[src/rtl/serial_adder_pkg.sv]
// Shared state encoding and width helpers for the bit-serial adder.
// Optional signed-overflow output is enabled by SERIAL_ADDER_OVF_EN.
package serial_adder_pkg;

    typedef enum logic [1:0] {
        ST_IDLE  = 2'd0,
        ST_SHIFT = 2'd1,
        ST_DONE  = 2'd2
    } state_t;

    // Bit-counter width for a W-bit operand; never below one bit.
    function automatic int unsigned cnt_width(input int unsigned w);
        return (w < 2) ? 1 : $clog2(w);
    endfunction

endpackage

[src/rtl/fa_bit.sv]
// One-bit combinational full adder: the cell consumed once per clock by serial_adder.
module fa_bit (
    input  logic a,
    input  logic b,
    input  logic c,
    output logic sum_c,
    output logic carry_c
);

    assign sum_c   = a ^ b ^ c;
    assign carry_c = (a & b) | (a & c) | (b & c);

endmodule

[src/rtl/serial_adder.sv]
// Bit-serial W-bit adder, LSB first, one full-adder cell and a carry flop.
// Define SERIAL_ADDER_OVF_EN to add the registered two's-complement overflow output ovf.
module serial_adder
    import serial_adder_pkg::*;
#(
    parameter int unsigned W = 8
) (
    input  logic         clk,
    input  logic         rst_n,
    input  logic         start,
    input  logic [W-1:0] a,
    input  logic [W-1:0] b,
    input  logic         cin,
    output logic         busy,
    output logic         done,
    output logic [W-1:0] sum,
    output logic         cout
`ifdef SERIAL_ADDER_OVF_EN
    ,
    output logic         ovf
`endif
);

    localparam int unsigned CNT_W = cnt_width(W);
    localparam logic [CNT_W-1:0] CNT_LAST = CNT_W'(W - 1);

    state_t           state_q;
    state_t           state_d;
    logic             load_c;
    logic             shift_c;
    logic             last_c;

    logic [W-1:0]     opa_q;
    logic [W-1:0]     opb_q;
    logic [W-2:0]     res_q;
    logic [W-1:0]     res_next;
    logic             carry_q;
    logic [CNT_W-1:0] cnt_q;

    logic             fa_sum;
    logic             fa_carry;

    fa_bit u_fa_bit (
        .a       (opa_q[0]),
        .b       (opb_q[0]),
        .c       (carry_q),
        .sum_c   (fa_sum),
        .carry_c (fa_carry)
    );

    // Newest sum bit enters at the MSB; after W shifts this is the full result.
    assign res_next = {fa_sum, res_q};

    // State register.
    always_ff @(posedge clk or negedge rst_n) begin
        if (!rst_n) begin
            state_q <= ST_IDLE;
        end else begin
            state_q <= state_d;
        end
    end

    // Next-state and datapath strobes.
    always_comb begin
        state_d = state_q;
        load_c  = 1'b0;
        shift_c = 1'b0;
        last_c  = 1'b0;
        unique case (state_q)
            ST_IDLE: begin
                if (start) begin
                    load_c  = 1'b1;
                    state_d = ST_SHIFT;
                end
            end
            ST_SHIFT: begin
                shift_c = 1'b1;
                if (cnt_q == CNT_LAST) begin
                    last_c  = 1'b1;
                    state_d = ST_DONE;
                end
            end
            ST_DONE: begin
                state_d = ST_IDLE;
            end
            default: begin
                state_d = ST_IDLE;
            end
        endcase
    end

    // Status outputs are flopped copies of the next-state decode.
    always_ff @(posedge clk or negedge rst_n) begin
        if (!rst_n) begin
            busy <= 1'b0;
            done <= 1'b0;
        end else begin
            busy <= (state_d == ST_SHIFT);
            done <= (state_d == ST_DONE);
        end
    end

    // Operand/result shift registers, carry flop and bit counter.
    always_ff @(posedge clk or negedge rst_n) begin
        if (!rst_n) begin
            opa_q   <= '0;
            opb_q   <= '0;
            res_q   <= '0;
            carry_q <= 1'b0;
            cnt_q   <= '0;
        end else if (load_c) begin
            opa_q   <= a;
            opb_q   <= b;
            carry_q <= cin;
            cnt_q   <= '0;
        end else if (shift_c) begin
            opa_q   <= {1'b0, opa_q[W-1:1]};
            opb_q   <= {1'b0, opb_q[W-1:1]};
            res_q   <= res_next[W-1:1];
            carry_q <= fa_carry;
            cnt_q   <= last_c ? '0 : cnt_q + CNT_W'(1);
        end
    end

    // Result outputs change only when the final bit is produced.
    always_ff @(posedge clk or negedge rst_n) begin
        if (!rst_n) begin
            sum  <= '0;
            cout <= 1'b0;
        end else if (last_c) begin
            sum  <= res_next;
            cout <= fa_carry;
        end
    end

`ifdef SERIAL_ADDER_OVF_EN
    // On the last bit, carry_q is the carry into the MSB.
    always_ff @(posedge clk or negedge rst_n) begin
        if (!rst_n) begin
            ovf <= 1'b0;
        end else if (last_c) begin
            ovf <= carry_q ^ fa_carry;
        end
    end
`endif

endmodule

[config.mk]
export PLATFORM = sky130hd
export DESIGN_NAME = serial_adder
export DESIGN_NICKNAME = d
export VERILOG_FILES = /design/src/rtl/serial_adder_pkg.sv /design/src/rtl/fa_bit.sv /design/src/rtl/serial_adder.sv
export SDC_FILE = /design/constraint.sdc
export NUM_CORES = 1
export LEC_CHECK = 0
export CAP_MARGIN = 20
export CORE_AREA = 2 2 70 89
export CTS_CLUSTER_DIAMETER = 150
export DETAILED_ROUTE_END_ITERATION = 8
export DIE_AREA = 0 0 72 91
export GPL_ROUTABILITY_DRIVEN = 0
export PLACE_DENSITY = 0.58
export SYNTH_ARGS = -nofsm -noshare
export SYNTH_HDL_FRONTEND = slang
export SYNTH_SLANG_ARGS = --single-unit
[constraint.sdc]
create_clock -name clk -period 4.7 [get_ports clk]
set_clock_uncertainty 0.15 [all_clocks]
set_input_delay 0.94 -clock clk [delete_from_list [all_inputs] [get_ports clk]]
set_output_delay 0.94 -clock clk [all_outputs]
set_load 0.05 [all_outputs]
==> flow_summary.toml <==
[critical_path]
path_max_fanout = 2
r2r_slack_ns = 2.65
r2r_start = "state_q[1]"
max_stage_delay_ns = 0.80
slowest_stage = "clkdlybuf4s50_1"
start_kind = "flip-flop"
crit_chain = "clkdlybuf4s50_1"
worst-path-buf-inv = 1
path_delay_family = "buffers and inverters"
startpoint = "sum[7]"
rr_endpoint = "opa_q[7]"
cp_num_cells = 1
cp.required_ns = 3.61
critPathKind = "reg2out"
rr_worst_depth = 3
critPathCaptureType = "primary output"
cp.arrival_ns = 1.45

[timing]
slew_headroom = 0.418
slew_violations = 0
worst_pin_slew_ns = 0.873
setup_tns_ns = 0
max_freq_mhz = 394
rsz0062_at_grt = "false"
timing.final.crit_share = 0.540
hold_violations = 0
fin_crit_ns = 2.54
setup-violations-final = 0

[global_route]
overflow = 0
antenna_found_initial = 0
grt_pass1_vias = 1180
track_usage = 0.108
grt_pass1_wl_um = 5510
grt_max_degree = 41

[die]
core_area_um2 = 5700
pin_count = 31
die_h_um = 91
die_width_um = 72
start_util = 0.303
dieArea_um2 = 6550
rows = 31

[finish]
multi_input_area_um2 = 648
insertedDiodeCount = 0
final_layout_size_suffix_gt1_frac = 0.107
areaGrowthSynthToFinish_pct = 22.7
finalNetCount = 200
fillers = 568
final_common_cell = "dfrtp_1"
register_area_um2 = 1000
most-common-layout-cells = "dfrtp_1, clkdlybuf4s50_1, nand2_1"
finalNonFillerCells = 243

[synthesis]
synthesis.nets = 173
synthCells = 150
yosysSeqAreaShare = 0.578
synth_edf_count = 0
ys_warn_count = 0
synth_seq_cells = 40
syn_avg_cell_area_um2 = 11.5
netlist_area_um2 = 1730
async_flop_share = 1.00
ys_types = 30
synth-main-ff-cell = "dfrtp_1"

[route]
wl_per_cell_um = 13.5
ant_nets = 0
viasPerCell = 4.88
drt-pass1-iter-count = 4
route.vias.total = 1185
post-route-drc-count = 0
drtIter0Drc = 53
wirelength_um = 3280

[placement]
portBuffers = 30
placedCellCount = 236
hpwl_um = 2250

[clocking]
clkSinkCount = 40
cts_buffer_depth = 2
cts-root-buf = "clkbuf_8"
cts.repair.resized = 0
cts_setup_buffers = 0
clk_pin_slew_ns = 0.07
cts_tree = "yes"
htree_levels = 2
clock_latency_ns = 0.29
cts_buffers = 5
hold_buffers = 0

[flow_run]
cap_violations = 0

[power_and_ir_drop]
p_int_mw = 0.873
pwr_density_cell_nw_per_um2 = 668
cellLeakagePower_nw = 0.962
seqPwrFrac = 0.420
ir_worst_vdd_uv = 159
p_switching_mw = 0.546
clock_power_share = 0.148
p_comb_frac = 0.432
sw_frac_of_total = 0.385

[outcome]
status = "finished, final reports clean"

[worst_hold_path]
holdCritPathClass = "reg2reg"
hold_depth = 2
holdPathEnd = "res_q[0]"
hold_path_startpoint = "res_q[0]"
## cells in the mapped netlist, types with 2 or more instances
cell	instances	area share
dfrtp_1	40	0.58
ha_1	2	0.014
nand2_1	24	0.052
nor3_1	5	0.014
o32ai_1	6	0.030
buf_6	2	0.013
nor2_1	13	0.028
a21oi_1	7	0.020
o22ai_1	9	0.033
inv_1	4	0.0087
buf_2	5	0.014
a2bb2oi_1	6	0.030
nand2b_1	2	0.0072
mux2_4	8	0.069
a32o_1	2	0.012
## area by class of cell
type | count | area share
sequential | 40 | 0.471
multi-input combinational | 95 | 0.305
timing repair buffer | 30 | 0.139
tap | 66 | 0.0389
clock inverter | 1 | 0.00236
clock buffer | 6 | 0.0342
inverter | 5 | 0.00884
## power groups by stage
stage / combinational (mW) / clock [mW] / sequential [mW]
3_5_place_dp: 0.625 / 0 / 0.602
4_1_cts: 0.622 / 0.220 / 0.598
3_3_place_gp: 0.608 / 0 / 0.601
2_1_floorplan: 0.369 / 0 / 0.702
5_1_grt: 0.676 / 0.232 / 0.621
6_report: 0.613 / 0.210 / 0.597
## sequential cells by signal (all words and copies together) (netlist names)
name and cells:
opa_q 8, opb_q 8, sum 8, res_q 7, cnt_q 3, state_q 2
busy 1, carry_q 1, cout 1, done 1
## tightest hold or removal path, stage by stage, from the launching register on
cell and delay (ns):
dfrtp_1 0.35, nand2_1 0.05, nand2_1 0.06
## worst max-delay path by stage
stage          endpoint
3_5_place_dp   opa_q[4]
4_1_cts          sum[7]
5_1_grt          sum[6]
2_1_floorplan  opb_q[0]
3_3_place_gp   opa_q[2]
6_report         sum[7]
## kinds of logic (layout without fill, tap and decap cells)
family / count (synthesis) / count (layout) / share of synthesized area
AOI/OAI and AO/OA: 34 / 34 / 0.144
and+or+nand+nor: 49 / 49 / 0.129
buffers and inverters: 15 / 42 / 0.0470
adders and majority gates: 3 / 3 / 0.0260
muxes: 9 / 9 / 0.0759
DFF: 40 / 40 / 0.578
## per-stage QoR
step                      utilization  instance area (um^2)  worst slack, ns  hold slack, ns  power, mW
after floorplan                     -                  1730             2.88           0.292       1.07
after global placement          0.359                  2050             2.21           0.306       1.21
after detailed placement        0.359                  2050             2.17           0.333       1.23
after CTS                       0.372                  2120             2.15           0.347       1.44
after global routing            0.372                  2120             2.10           0.365       1.53
final                           0.372                  2120             2.16           0.342       1.42
## routing by layer
| layer | global-route usage | wire length, um | up-vias |
|---|---|---|---|
| li1 | - | - | 576 |
| met1 | 0.129 | 1450 | 568 |
| met2 | 0.170 | 1570 | 32 |
| met3 | 0.0333 | 166 | 9 |
| met4 | 0.0597 | 88 | 0 |
| met5 | 0 | 0 | - |
Power figures use the tool's default switching activity.
